**config.mk**
```make
export PLATFORM = sky130hd
export DESIGN_NAME = mr_alu_muldiv_flat
export DESIGN_NICKNAME = d
export VERILOG_FILES = /design/src/rtl/mr_alu_muldiv_pkg.sv /design/src/rtl/mr_alu_muldiv_if.sv /design/src/rtl/mr_alu_muldiv_iter.sv /design/src/rtl/mr_alu_muldiv.sv /design/src/flat_wrapper.sv
export SDC_FILE = /design/constraint.sdc
export NUM_CORES = 2
export LEC_CHECK = 0
export ABC_AREA = 0
export CORE_ASPECT_RATIO = 0.6
export CORE_MARGIN = 1.5
export CORE_UTILIZATION = 33
export DETAILED_ROUTE_END_ITERATION = 8
export GPL_TIMING_DRIVEN = 1
export PLACE_DENSITY = 0.5
export SLEW_MARGIN = 20
export SYNTH_ARGS = -nofsm -noshare
export SYNTH_HDL_FRONTEND = slang
export SYNTH_SLANG_ARGS = --single-unit
```
**constraint.sdc**
```tcl
create_clock -name clk -period 8 [get_ports clk]
set_input_delay 1.2 -clock clk [delete_from_list [all_inputs] [get_ports clk]]
set_output_delay 1.2 -clock clk [all_outputs]
set_load 0.03 [all_outputs]
```
**src/rtl/mr_alu_muldiv_pkg.sv**
```systemverilog
// Shared types for the ALU / iterative mul-div execution slice:
// operation and branch encodings plus the sequencing-state enum.
package mr_alu_muldiv_pkg;

   typedef enum logic [4:0] {
      ALU_ADD    = 5'd0,
      ALU_SUB    = 5'd1,
      ALU_AND    = 5'd2,
      ALU_OR     = 5'd3,
      ALU_XOR    = 5'd4,
      ALU_SLL    = 5'd5,
      ALU_SRL    = 5'd6,
      ALU_SRA    = 5'd7,
      ALU_LT     = 5'd8,
      ALU_LTU    = 5'd9,
      ALU_MUL    = 5'd10,
      ALU_MULH   = 5'd11,
      ALU_MULHSU = 5'd12,
      ALU_MULHU  = 5'd13,
      ALU_DIV    = 5'd14,
      ALU_DIVU   = 5'd15,
      ALU_REM    = 5'd16,
      ALU_REMU   = 5'd17
   } e_aluops;

   typedef enum logic [2:0] {
      BR_NEVER  = 3'd0,
      BR_ALWAYS = 3'd1,
      BR_EQ     = 3'd2,
      BR_NE     = 3'd3,
      BR_LT     = 3'd4,
      BR_LTU    = 3'd5,
      BR_GE     = 3'd6,
      BR_GEU    = 3'd7
   } e_brops;

   typedef enum logic [1:0] {
      ST_IDLE = 2'd0,
      ST_BUSY = 2'd1,
      ST_DONE = 2'd2
   } e_mdstate;

endpackage

```
**src/rtl/mr_alu_muldiv_if.sv**
```systemverilog
// Issue (id_*) and result (ls_*) handshake bundle between decode, execute and load/store.
interface mr_alu_muldiv_if
   import mr_alu_muldiv_pkg::*;
#(
   parameter int XLEN        = 32,
   parameter int REGSEL_BITS = 5,
   parameter int SIDE_W      = 64
);
   logic                   id_valid;
   logic                   id_ready;
   logic [XLEN-1:0]        id_arg1;
   logic [XLEN-1:0]        id_arg2;
   e_aluops                id_aluop;
   e_brops                 id_br_op;
   logic [REGSEL_BITS-1:0] id_dest_reg;
   logic [SIDE_W-1:0]      id_side;

   logic                   ls_valid;
   logic                   ls_ready;
   logic [XLEN-1:0]        ls_dest;
   logic [REGSEL_BITS-1:0] ls_dest_reg;
   logic [SIDE_W-1:0]      ls_side;
   logic                   ls_branch_taken;
   logic                   ls_is_jump;

   modport master (
      output id_valid, id_arg1, id_arg2, id_aluop, id_br_op, id_dest_reg, id_side,
      input  id_ready,
      input  ls_valid, ls_dest, ls_dest_reg, ls_side, ls_branch_taken, ls_is_jump,
      output ls_ready
   );

   modport slave (
      input  id_valid, id_arg1, id_arg2, id_aluop, id_br_op, id_dest_reg, id_side,
      output id_ready,
      output ls_valid, ls_dest, ls_dest_reg, ls_side, ls_branch_taken, ls_is_jump,
      input  ls_ready
   );
endinterface

```
**src/rtl/mr_alu_muldiv_iter.sv**
```systemverilog
// Radix-2 iterative multiplier / restoring divider on operand magnitudes, one bit per cycle.
// done flags the cycle whose final iteration is in flight; result is that iteration's signed-corrected output.
module mr_muldiv_iter
   import mr_alu_muldiv_pkg::*;
#(
   parameter int XLEN = 32
) (
   input  logic            clk,
   input  logic            rst,
   input  logic            abort,
   input  logic            start,
   input  e_aluops         op,
   input  logic [XLEN-1:0] a,
   input  logic [XLEN-1:0] b,
   output logic            done,
   output logic [XLEN-1:0] result
);
   localparam int CW = $clog2(XLEN) + 1;

   logic              busy_r;
   logic [CW-1:0]     cnt_r;
   logic [2*XLEN-1:0] acc_r;
   logic [XLEN-1:0]   b_r;
   logic              neg_r;
   logic              div_r;
   logic              hi_r;

   logic              sa_s, sb_s, hi_s, div_s;
   logic              a_neg_s, b_neg_s;
   logic [XLEN-1:0]   a_abs_s, b_abs_s;
   logic [XLEN:0]     mul_sum_s, div_sh_s, div_diff_s;
   logic [2*XLEN-1:0] acc_next_s, mul_prod_s;
   logic [XLEN-1:0]   half_s;

   // decode signedness, result half and unit selection for the op being started
   always_comb begin
      sa_s  = 1'b0;
      sb_s  = 1'b0;
      hi_s  = 1'b0;
      div_s = 1'b0;
      case (op)
         ALU_MULH:   begin sa_s = 1'b1; sb_s = 1'b1; hi_s = 1'b1; end
         ALU_MULHSU: begin sa_s = 1'b1; hi_s = 1'b1; end
         ALU_MULHU:  begin hi_s = 1'b1; end
         ALU_DIV:    begin sa_s = 1'b1; sb_s = 1'b1; div_s = 1'b1; end
         ALU_DIVU:   begin div_s = 1'b1; end
         ALU_REM:    begin sa_s = 1'b1; sb_s = 1'b1; hi_s = 1'b1; div_s = 1'b1; end
         ALU_REMU:   begin hi_s = 1'b1; div_s = 1'b1; end
         default:    begin sa_s = 1'b0; end
      endcase
      a_neg_s = sa_s & a[XLEN-1];
      b_neg_s = sb_s & b[XLEN-1];
      a_abs_s = a_neg_s ? (-a) : a;
      b_abs_s = b_neg_s ? (-b) : b;
   end

   // one shift-add or shift-subtract step; acc holds {hi, lo} or {remainder, quotient}
   always_comb begin
      mul_sum_s  = {1'b0, acc_r[2*XLEN-1:XLEN]} + (acc_r[0] ? {1'b0, b_r} : {(XLEN+1){1'b0}});
      div_sh_s   = acc_r[2*XLEN-1:XLEN-1];
      div_diff_s = div_sh_s - {1'b0, b_r};
      if (!div_r) begin
         acc_next_s = {mul_sum_s, acc_r[XLEN-1:1]};
      end else if (div_diff_s[XLEN]) begin
         acc_next_s = {div_sh_s[XLEN-1:0], acc_r[XLEN-2:0], 1'b0};
      end else begin
         acc_next_s = {div_diff_s[XLEN-1:0], acc_r[XLEN-2:0], 1'b1};
      end
      mul_prod_s = neg_r ? (-acc_next_s) : acc_next_s;
      half_s     = hi_r ? acc_next_s[2*XLEN-1:XLEN] : acc_next_s[XLEN-1:0];
      if (div_r) begin
         result = neg_r ? (-half_s) : half_s;
      end else if (hi_r) begin
         result = mul_prod_s[2*XLEN-1:XLEN];
      end else begin
         result = mul_prod_s[XLEN-1:0];
      end
      done = busy_r & (cnt_r == CW'(XLEN - 1));
   end

   // operand load on start, then XLEN iterations; abort drops the op
   always_ff @(posedge clk) begin
      if (rst) begin
         busy_r <= 1'b0;
         cnt_r  <= '0;
         acc_r  <= '0;
         b_r    <= '0;
         neg_r  <= 1'b0;
         div_r  <= 1'b0;
         hi_r   <= 1'b0;
      end else if (abort) begin
         busy_r <= 1'b0;
         cnt_r  <= '0;
      end else if (start) begin
         busy_r <= 1'b1;
         cnt_r  <= '0;
         acc_r  <= {{XLEN{1'b0}}, a_abs_s};
         b_r    <= b_abs_s;
         neg_r  <= (div_s & hi_s) ? a_neg_s : (a_neg_s ^ b_neg_s);
         div_r  <= div_s;
         hi_r   <= hi_s;
      end else if (busy_r) begin
         acc_r <= acc_next_s;
         cnt_r <= cnt_r + CW'(1);
         if (done) begin
            busy_r <= 1'b0;
         end
      end
   end
endmodule

```
**src/rtl/mr_alu_muldiv.sv**
```systemverilog
// Execute stage: single-cycle ALU and branch compare, multi-cycle mul/div via mr_muldiv_iter,
// all results delivered through one registered ls_* output slot.
module mr_alu_muldiv
   import mr_alu_muldiv_pkg::*;
#(
   parameter int XLEN        = 32,
   parameter int REGSEL_BITS = 5,
   parameter int SIDE_W      = 64
) (
   input logic           clk,
   input logic           rst,
   input logic           flush,
   mr_alu_muldiv_if.slave bus
);
   localparam int SHW = $clog2(XLEN);
   localparam logic [XLEN-1:0] MOST_NEG = {1'b1, {(XLEN-1){1'b0}}};

   e_mdstate               state_r;
   logic                   ls_valid_r, ls_taken_r, ls_jump_r;
   logic [XLEN-1:0]        ls_dest_r;
   logic [REGSEL_BITS-1:0] ls_dest_reg_r, h_dest_reg_r;
   logic [SIDE_W-1:0]      ls_side_r, h_side_r;
   logic                   h_taken_r, h_jump_r;

   logic                   id_ready_s, accept_s, fast_s, taken_s, div_zero_s, div_ovf_s;
   logic [XLEN-1:0]        alu_res_s, iter_res_s;
   logic [SHW-1:0]         shamt_s;
   logic                   iter_done_s;

   assign id_ready_s = (state_r == ST_IDLE) & (~ls_valid_r | bus.ls_ready);
   assign accept_s   = bus.id_valid & id_ready_s & ~flush;

   assign bus.id_ready        = id_ready_s;
   assign bus.ls_valid        = ls_valid_r;
   assign bus.ls_dest         = ls_dest_r;
   assign bus.ls_dest_reg     = ls_dest_reg_r;
   assign bus.ls_side         = ls_side_r;
   assign bus.ls_branch_taken = ls_taken_r;
   assign bus.ls_is_jump      = ls_jump_r;

   // single-cycle result, and whether the op bypasses the iterative unit
   always_comb begin
      shamt_s    = bus.id_arg2[SHW-1:0];
      div_zero_s = (bus.id_arg2 == {XLEN{1'b0}});
      div_ovf_s  = (bus.id_arg1 == MOST_NEG) & (bus.id_arg2 == {XLEN{1'b1}});
      fast_s     = 1'b1;
      alu_res_s  = {XLEN{1'b0}};
      case (bus.id_aluop)
         ALU_ADD:  alu_res_s = bus.id_arg1 + bus.id_arg2;
         ALU_SUB:  alu_res_s = bus.id_arg1 - bus.id_arg2;
         ALU_AND:  alu_res_s = bus.id_arg1 & bus.id_arg2;
         ALU_OR:   alu_res_s = bus.id_arg1 | bus.id_arg2;
         ALU_XOR:  alu_res_s = bus.id_arg1 ^ bus.id_arg2;
         ALU_SLL:  alu_res_s = bus.id_arg1 << shamt_s;
         ALU_SRL:  alu_res_s = bus.id_arg1 >> shamt_s;
         ALU_SRA:  alu_res_s = XLEN'($signed(bus.id_arg1) >>> shamt_s);
         ALU_LT:   alu_res_s = {{(XLEN-1){1'b0}}, $signed(bus.id_arg1) < $signed(bus.id_arg2)};
         ALU_LTU:  alu_res_s = {{(XLEN-1){1'b0}}, bus.id_arg1 < bus.id_arg2};
         ALU_MUL, ALU_MULH, ALU_MULHSU, ALU_MULHU: fast_s = 1'b0;
         // divide-by-zero and most-negative/-1 have fixed answers and skip iteration
         ALU_DIV: begin
            fast_s    = div_zero_s | div_ovf_s;
            alu_res_s = div_zero_s ? {XLEN{1'b1}} : bus.id_arg1;
         end
         ALU_DIVU: begin
            fast_s    = div_zero_s;
            alu_res_s = {XLEN{1'b1}};
         end
         ALU_REM: begin
            fast_s    = div_zero_s | div_ovf_s;
            alu_res_s = div_zero_s ? bus.id_arg1 : {XLEN{1'b0}};
         end
         ALU_REMU: begin
            fast_s    = div_zero_s;
            alu_res_s = bus.id_arg1;
         end
         default:  alu_res_s = {XLEN{1'b0}};
      endcase
   end

   // branch condition on the issuing operands
   always_comb begin
      case (bus.id_br_op)
         BR_NEVER:  taken_s = 1'b0;
         BR_ALWAYS: taken_s = 1'b1;
         BR_EQ:     taken_s = (bus.id_arg1 == bus.id_arg2);
         BR_NE:     taken_s = (bus.id_arg1 != bus.id_arg2);
         BR_LT:     taken_s = ($signed(bus.id_arg1) < $signed(bus.id_arg2));
         BR_LTU:    taken_s = (bus.id_arg1 < bus.id_arg2);
         BR_GE:     taken_s = ($signed(bus.id_arg1) >= $signed(bus.id_arg2));
         BR_GEU:    taken_s = (bus.id_arg1 >= bus.id_arg2);
         default:   taken_s = 1'b0;
      endcase
   end

   mr_muldiv_iter #(.XLEN(XLEN)) u_iter (
      .clk    (clk),
      .rst    (rst),
      .abort  (flush),
      .start  (accept_s & ~fast_s),
      .op     (bus.id_aluop),
      .a      (bus.id_arg1),
      .b      (bus.id_arg2),
      .done   (iter_done_s),
      .result (iter_res_s)
   );

   // sequencing FSM and the registered output slot
   always_ff @(posedge clk) begin
      if (rst) begin
         state_r       <= ST_IDLE;
         ls_valid_r    <= 1'b0;
         ls_dest_r     <= '0;
         ls_dest_reg_r <= '0;
         ls_side_r     <= '0;
         ls_taken_r    <= 1'b0;
         ls_jump_r     <= 1'b0;
         h_dest_reg_r  <= '0;
         h_side_r      <= '0;
         h_taken_r     <= 1'b0;
         h_jump_r      <= 1'b0;
      end else if (flush) begin
         state_r    <= ST_IDLE;
         ls_valid_r <= 1'b0;
      end else begin
         if (bus.ls_ready) begin
            ls_valid_r <= 1'b0;
         end
         case (state_r)
            ST_IDLE: begin
               if (accept_s && fast_s) begin
                  ls_valid_r    <= 1'b1;
                  ls_dest_r     <= alu_res_s;
                  ls_dest_reg_r <= bus.id_dest_reg;
                  ls_side_r     <= bus.id_side;
                  ls_taken_r    <= taken_s;
                  ls_jump_r     <= (bus.id_br_op == BR_ALWAYS);
               end else if (accept_s) begin
                  state_r      <= ST_BUSY;
                  h_dest_reg_r <= bus.id_dest_reg;
                  h_side_r     <= bus.id_side;
                  h_taken_r    <= taken_s;
                  h_jump_r     <= (bus.id_br_op == BR_ALWAYS);
               end
            end
            // the slot is always free here: acceptance required it, and nothing loads meanwhile
            ST_BUSY: begin
               if (iter_done_s) begin
                  state_r       <= ST_DONE;
                  ls_valid_r    <= 1'b1;
                  ls_dest_r     <= iter_res_s;
                  ls_dest_reg_r <= h_dest_reg_r;
                  ls_side_r     <= h_side_r;
                  ls_taken_r    <= h_taken_r;
                  ls_jump_r     <= h_jump_r;
               end
            end
            ST_DONE: state_r <= ST_IDLE;
            default: state_r <= ST_IDLE;
         endcase
      end
   end
endmodule

```
**src/flat_wrapper.sv**
```systemverilog
// flat-port wrapper written by rule: the top's interface ports become plain ports
module mr_alu_muldiv_flat import mr_alu_muldiv_pkg::*;
#(
   parameter int XLEN        = 32,
   parameter int REGSEL_BITS = 5,
   parameter int SIDE_W      = 64
)
  (clk, rst, flush, bus_id_valid, bus_id_arg1, bus_id_arg2, bus_id_aluop, bus_id_br_op, bus_id_dest_reg, bus_id_side, bus_id_ready, bus_ls_valid, bus_ls_dest, bus_ls_dest_reg, bus_ls_side, bus_ls_branch_taken, bus_ls_is_jump, bus_ls_ready);
  mr_alu_muldiv_if #(.XLEN(XLEN), .REGSEL_BITS(REGSEL_BITS), .SIDE_W(SIDE_W)) bus_i ();
  input logic clk;
  input logic rst;
  input logic flush;
  input wire logic [$bits(bus_i.id_valid)-1:0] bus_id_valid;
  input wire logic [$bits(bus_i.id_arg1)-1:0] bus_id_arg1;
  input wire logic [$bits(bus_i.id_arg2)-1:0] bus_id_arg2;
  input wire logic [$bits(bus_i.id_aluop)-1:0] bus_id_aluop;
  input wire logic [$bits(bus_i.id_br_op)-1:0] bus_id_br_op;
  input wire logic [$bits(bus_i.id_dest_reg)-1:0] bus_id_dest_reg;
  input wire logic [$bits(bus_i.id_side)-1:0] bus_id_side;
  output wire logic [$bits(bus_i.id_ready)-1:0] bus_id_ready;
  output wire logic [$bits(bus_i.ls_valid)-1:0] bus_ls_valid;
  output wire logic [$bits(bus_i.ls_dest)-1:0] bus_ls_dest;
  output wire logic [$bits(bus_i.ls_dest_reg)-1:0] bus_ls_dest_reg;
  output wire logic [$bits(bus_i.ls_side)-1:0] bus_ls_side;
  output wire logic [$bits(bus_i.ls_branch_taken)-1:0] bus_ls_branch_taken;
  output wire logic [$bits(bus_i.ls_is_jump)-1:0] bus_ls_is_jump;
  input wire logic [$bits(bus_i.ls_ready)-1:0] bus_ls_ready;
  assign bus_i.id_valid = bus_id_valid;
  assign bus_i.id_arg1 = bus_id_arg1;
  assign bus_i.id_arg2 = bus_id_arg2;
  assign bus_i.id_aluop = bus_id_aluop;
  assign bus_i.id_br_op = bus_id_br_op;
  assign bus_i.id_dest_reg = bus_id_dest_reg;
  assign bus_i.id_side = bus_id_side;
  assign bus_id_ready = bus_i.id_ready;
  assign bus_ls_valid = bus_i.ls_valid;
  assign bus_ls_dest = bus_i.ls_dest;
  assign bus_ls_dest_reg = bus_i.ls_dest_reg;
  assign bus_ls_side = bus_i.ls_side;
  assign bus_ls_branch_taken = bus_i.ls_branch_taken;
  assign bus_ls_is_jump = bus_i.ls_is_jump;
  assign bus_i.ls_ready = bus_ls_ready;
  mr_alu_muldiv #(.XLEN(XLEN), .REGSEL_BITS(REGSEL_BITS), .SIDE_W(SIDE_W)) u_core (.clk(clk), .rst(rst), .flush(flush), .bus(bus_i));
endmodule
```
==> reports/metrics.cfg <==
[clock_network]
cts.repair.resized = 0
cts_max_level = 2
ctsRootBufferMaster = clkbuf_16
cts.path.max_buffers = 3
clkSinkCount = 283
holdBufCountCts = 0
clkSlewWorstSetupHoldPaths_ns = 0.07
clock_latency_ns = 0.57
cts_tree = done
post-cts-setup-buffer-count = 0
cts_made_buffers = 34

[sta]
hold_ws_ns = 0.453
hold_viol_final = 0
fin_crit_ns = 7.03
finalSetupViolCount = 0
rsz0062_at_grt = no
fin_crit_sh_pct = 87.9
fmax_ghz = 0.142
fin_setup_tns_ns = 0
fin_skew_ns = 0.0153
worst_slack_ns = 0.965
timing.slew.headroom_pct = 14.5
slew_viol_final = 0
tightest_slew_ns = 1.27

[floorplanning]
die-area_um2 = 94800
row_count = 86
io_pins = 251
die_height_um = 239
initial_core_util_pct = 33.4
die_x_um = 396
core_area_um2 = 91900

[routing]
ant_nets = 0
dr.first_iter.drc_count = 5168
wl_per_cell_um = 26.5
routed-via-count = 35000
drt-total-wl_um = 150000
viasPerCell = 6.19
drc = 0
drt_pass1_iterations = 9

[finish]
final_common_cell = nand2_1
post-route-util_pct = 38.3
register_area_um2 = 5680
multi_input_area_um2 = 23100
nets = 4715
final_cell_mix = 604 x nand2_1, 525 x nor2_1, 390 x a21oi_1
drive_above_1_share_pct = 6.81
fillCellCount = 9907
fin_cells = 5659
syn_to_final_growth_pct = 14.7
postLayoutCellArea_um2 = 35200

[pwr]
pwr-share-comb_pct = 36.4
p_leak_nw = 12.9
p_switching_mw = 1.98
p_clk_share_pct = 33.5
total_power_mw = 4.99
p_int_mw = 3.00
ir_drop_v = 0.000114
power.density_nw_per_um2 = 142
seqPwrFrac_pct = 30.1
switching_share_pct = 39.7

[logic_synthesis]
synth_area_um2 = 30700
synth_nets = 4692
yosys_warnings = 0
synth-seq-cells = 283
synthCells = 4375
ys_seq_area_share_pct = 18.5
ys_types = 112
async_flop_share_pct = 0
synthFlopType = dfxtp_1
synth.avg_cell_area_um2 = 7.01
synth-edff-count = 0

[place]
gp_congestion = 1.01
dp.cells = 5594
dp_hpwl_um = 115000
dpl_worst_slack_ns = 1.28
place_area_um2 = 34000
io_buffers = 250

[worst_setup_path]
rr_worst_depth = 19
start_kind = flop
cp-end-kind = flop
path_class = reg2reg
worstPathRequired_ns = 8.45
cp_max_fo = 11
worstPathArrival_ns = 7.49

[worst_hold_path]
hold_path_depth = 2
hp-class = reg2reg

[flow_run]
cap_violations = 0

[global_routing]
grt_usage_pct = 30.2
gr-total-overflow = 0
gr-usage-met2_pct = 39.3
grt_pass1_vias = 30900
grt_max_degree = 112
grt_pass1_wl_um = 216000
use_met1_pct = 48.2
antenna_found_initial = 8
met3_usage_pct = 8.17
gr-max-usage-layer = met1

[run_status]
run_status = completed

-- Yosys cell counts, types with 43 or more instances --
| master | count | area share [%] |
|---|---|---|
| or3_1 | 55 | 1.1 |
| xor2_1 | 43 | 1.2 |
| nor2_1 | 526 | 6.4 |
| a31oi_1 | 63 | 1.3 |
| inv_1 | 154 | 1.9 |
| a311oi_1 | 84 | 2.4 |
| o21ai_0 | 275 | 4.5 |
| clkbuf_1 | 270 | 3.3 |
| mux4_2 | 51 | 3.7 |
| a21o_1 | 51 | 1.2 |
| nand2_1 | 606 | 7.4 |
| a21oi_1 | 390 | 6.4 |
| dfxtp_1 | 283 | 18 |
| nand3_1 | 85 | 1.4 |
| mux2i_1 | 88 | 2.9 |
| nor3_1 | 109 | 1.8 |
| a211oi_1 | 125 | 3.1 |
| xnor2_1 | 127 | 3.6 |
| ha_1 | 167 | 6.8 |
| and2_1 | 61 | 1.2 |
-- logic make-up after synthesis --
family,share of synthesized area (%)
adders and majority gates,7.08
and+or+nand+nor,24.9
DFF,18.5
xor gates and xnor gates,4.86
buffers and inverters,6.44
AOI/OAI and AO/OA,31.1
muxes,7.11
-- final cells by class --
type / count / share of cell area [%]
multi-input cells: 3589 / 65.7
flip-flops and latches: 283 / 16.1
repair buffers: 333 / 8.84
well taps: 1232 / 4.38
clock buffers: 48 / 2.83
inverters: 157 / 1.68
clock inverters: 13 / 0.441
diodes: 4 / 0.0285
-- worst max-delay path: stages (launching register included) --
cell	delay [ns]
dfxtp_1	0.43
inv_1	0.16
ha_1	0.28
fa_1	0.42
nor2b_1	0.20
o31ai_2	0.16
a211oi_4	0.40
o2111a_1	0.65
nor3_2	0.15
nor2_1	0.43
ha_1	0.32
nand4_1	0.29
or3_1	0.55
or4_1	0.63
nor3_1	0.18
nand4_1	0.59
o311ai_0	0.57
o41ai_1	0.15
a221oi_1	0.27
nor2_1	0.06
-- worst paths after layout --
path                       endpoint  slack [ns]                     from
max reg2reg  u_core.bus.ls_dest[26]        0.97  u_core.u_iter.acc_r[31]
max          u_core.bus.ls_dest[26]        0.97  u_core.u_iter.acc_r[31]
min reg2reg     u_core.h_side_r[39]        0.45      u_core.h_side_r[39]
min             u_core.h_side_r[39]        0.45      u_core.h_side_r[39]
-- power groups by stage --
stage / Clock, mW / Sequential (mW) / Combinational (mW)
floorplan: 0 / 1.56 / 1.06
global placement: 0 / 1.53 / 1.75
finish: 1.67 / 1.50 / 1.82
CTS: 1.70 / 1.50 / 1.74
detailed placement: 0 / 1.53 / 1.74
global route: 1.75 / 1.51 / 1.91
-- metal layers --
| metal | share of wire (%) | vias to the layer above |
|---|---|---|
| li1 | - | 16000 |
| met1 | 49 | 16900 |
| met2 | 38 | 1941 |
| met3 | 12 | 135 |
| met4 | 1.5 | 8 |
| met5 | 0.035 | - |
(Power assumes the default switching activity.)
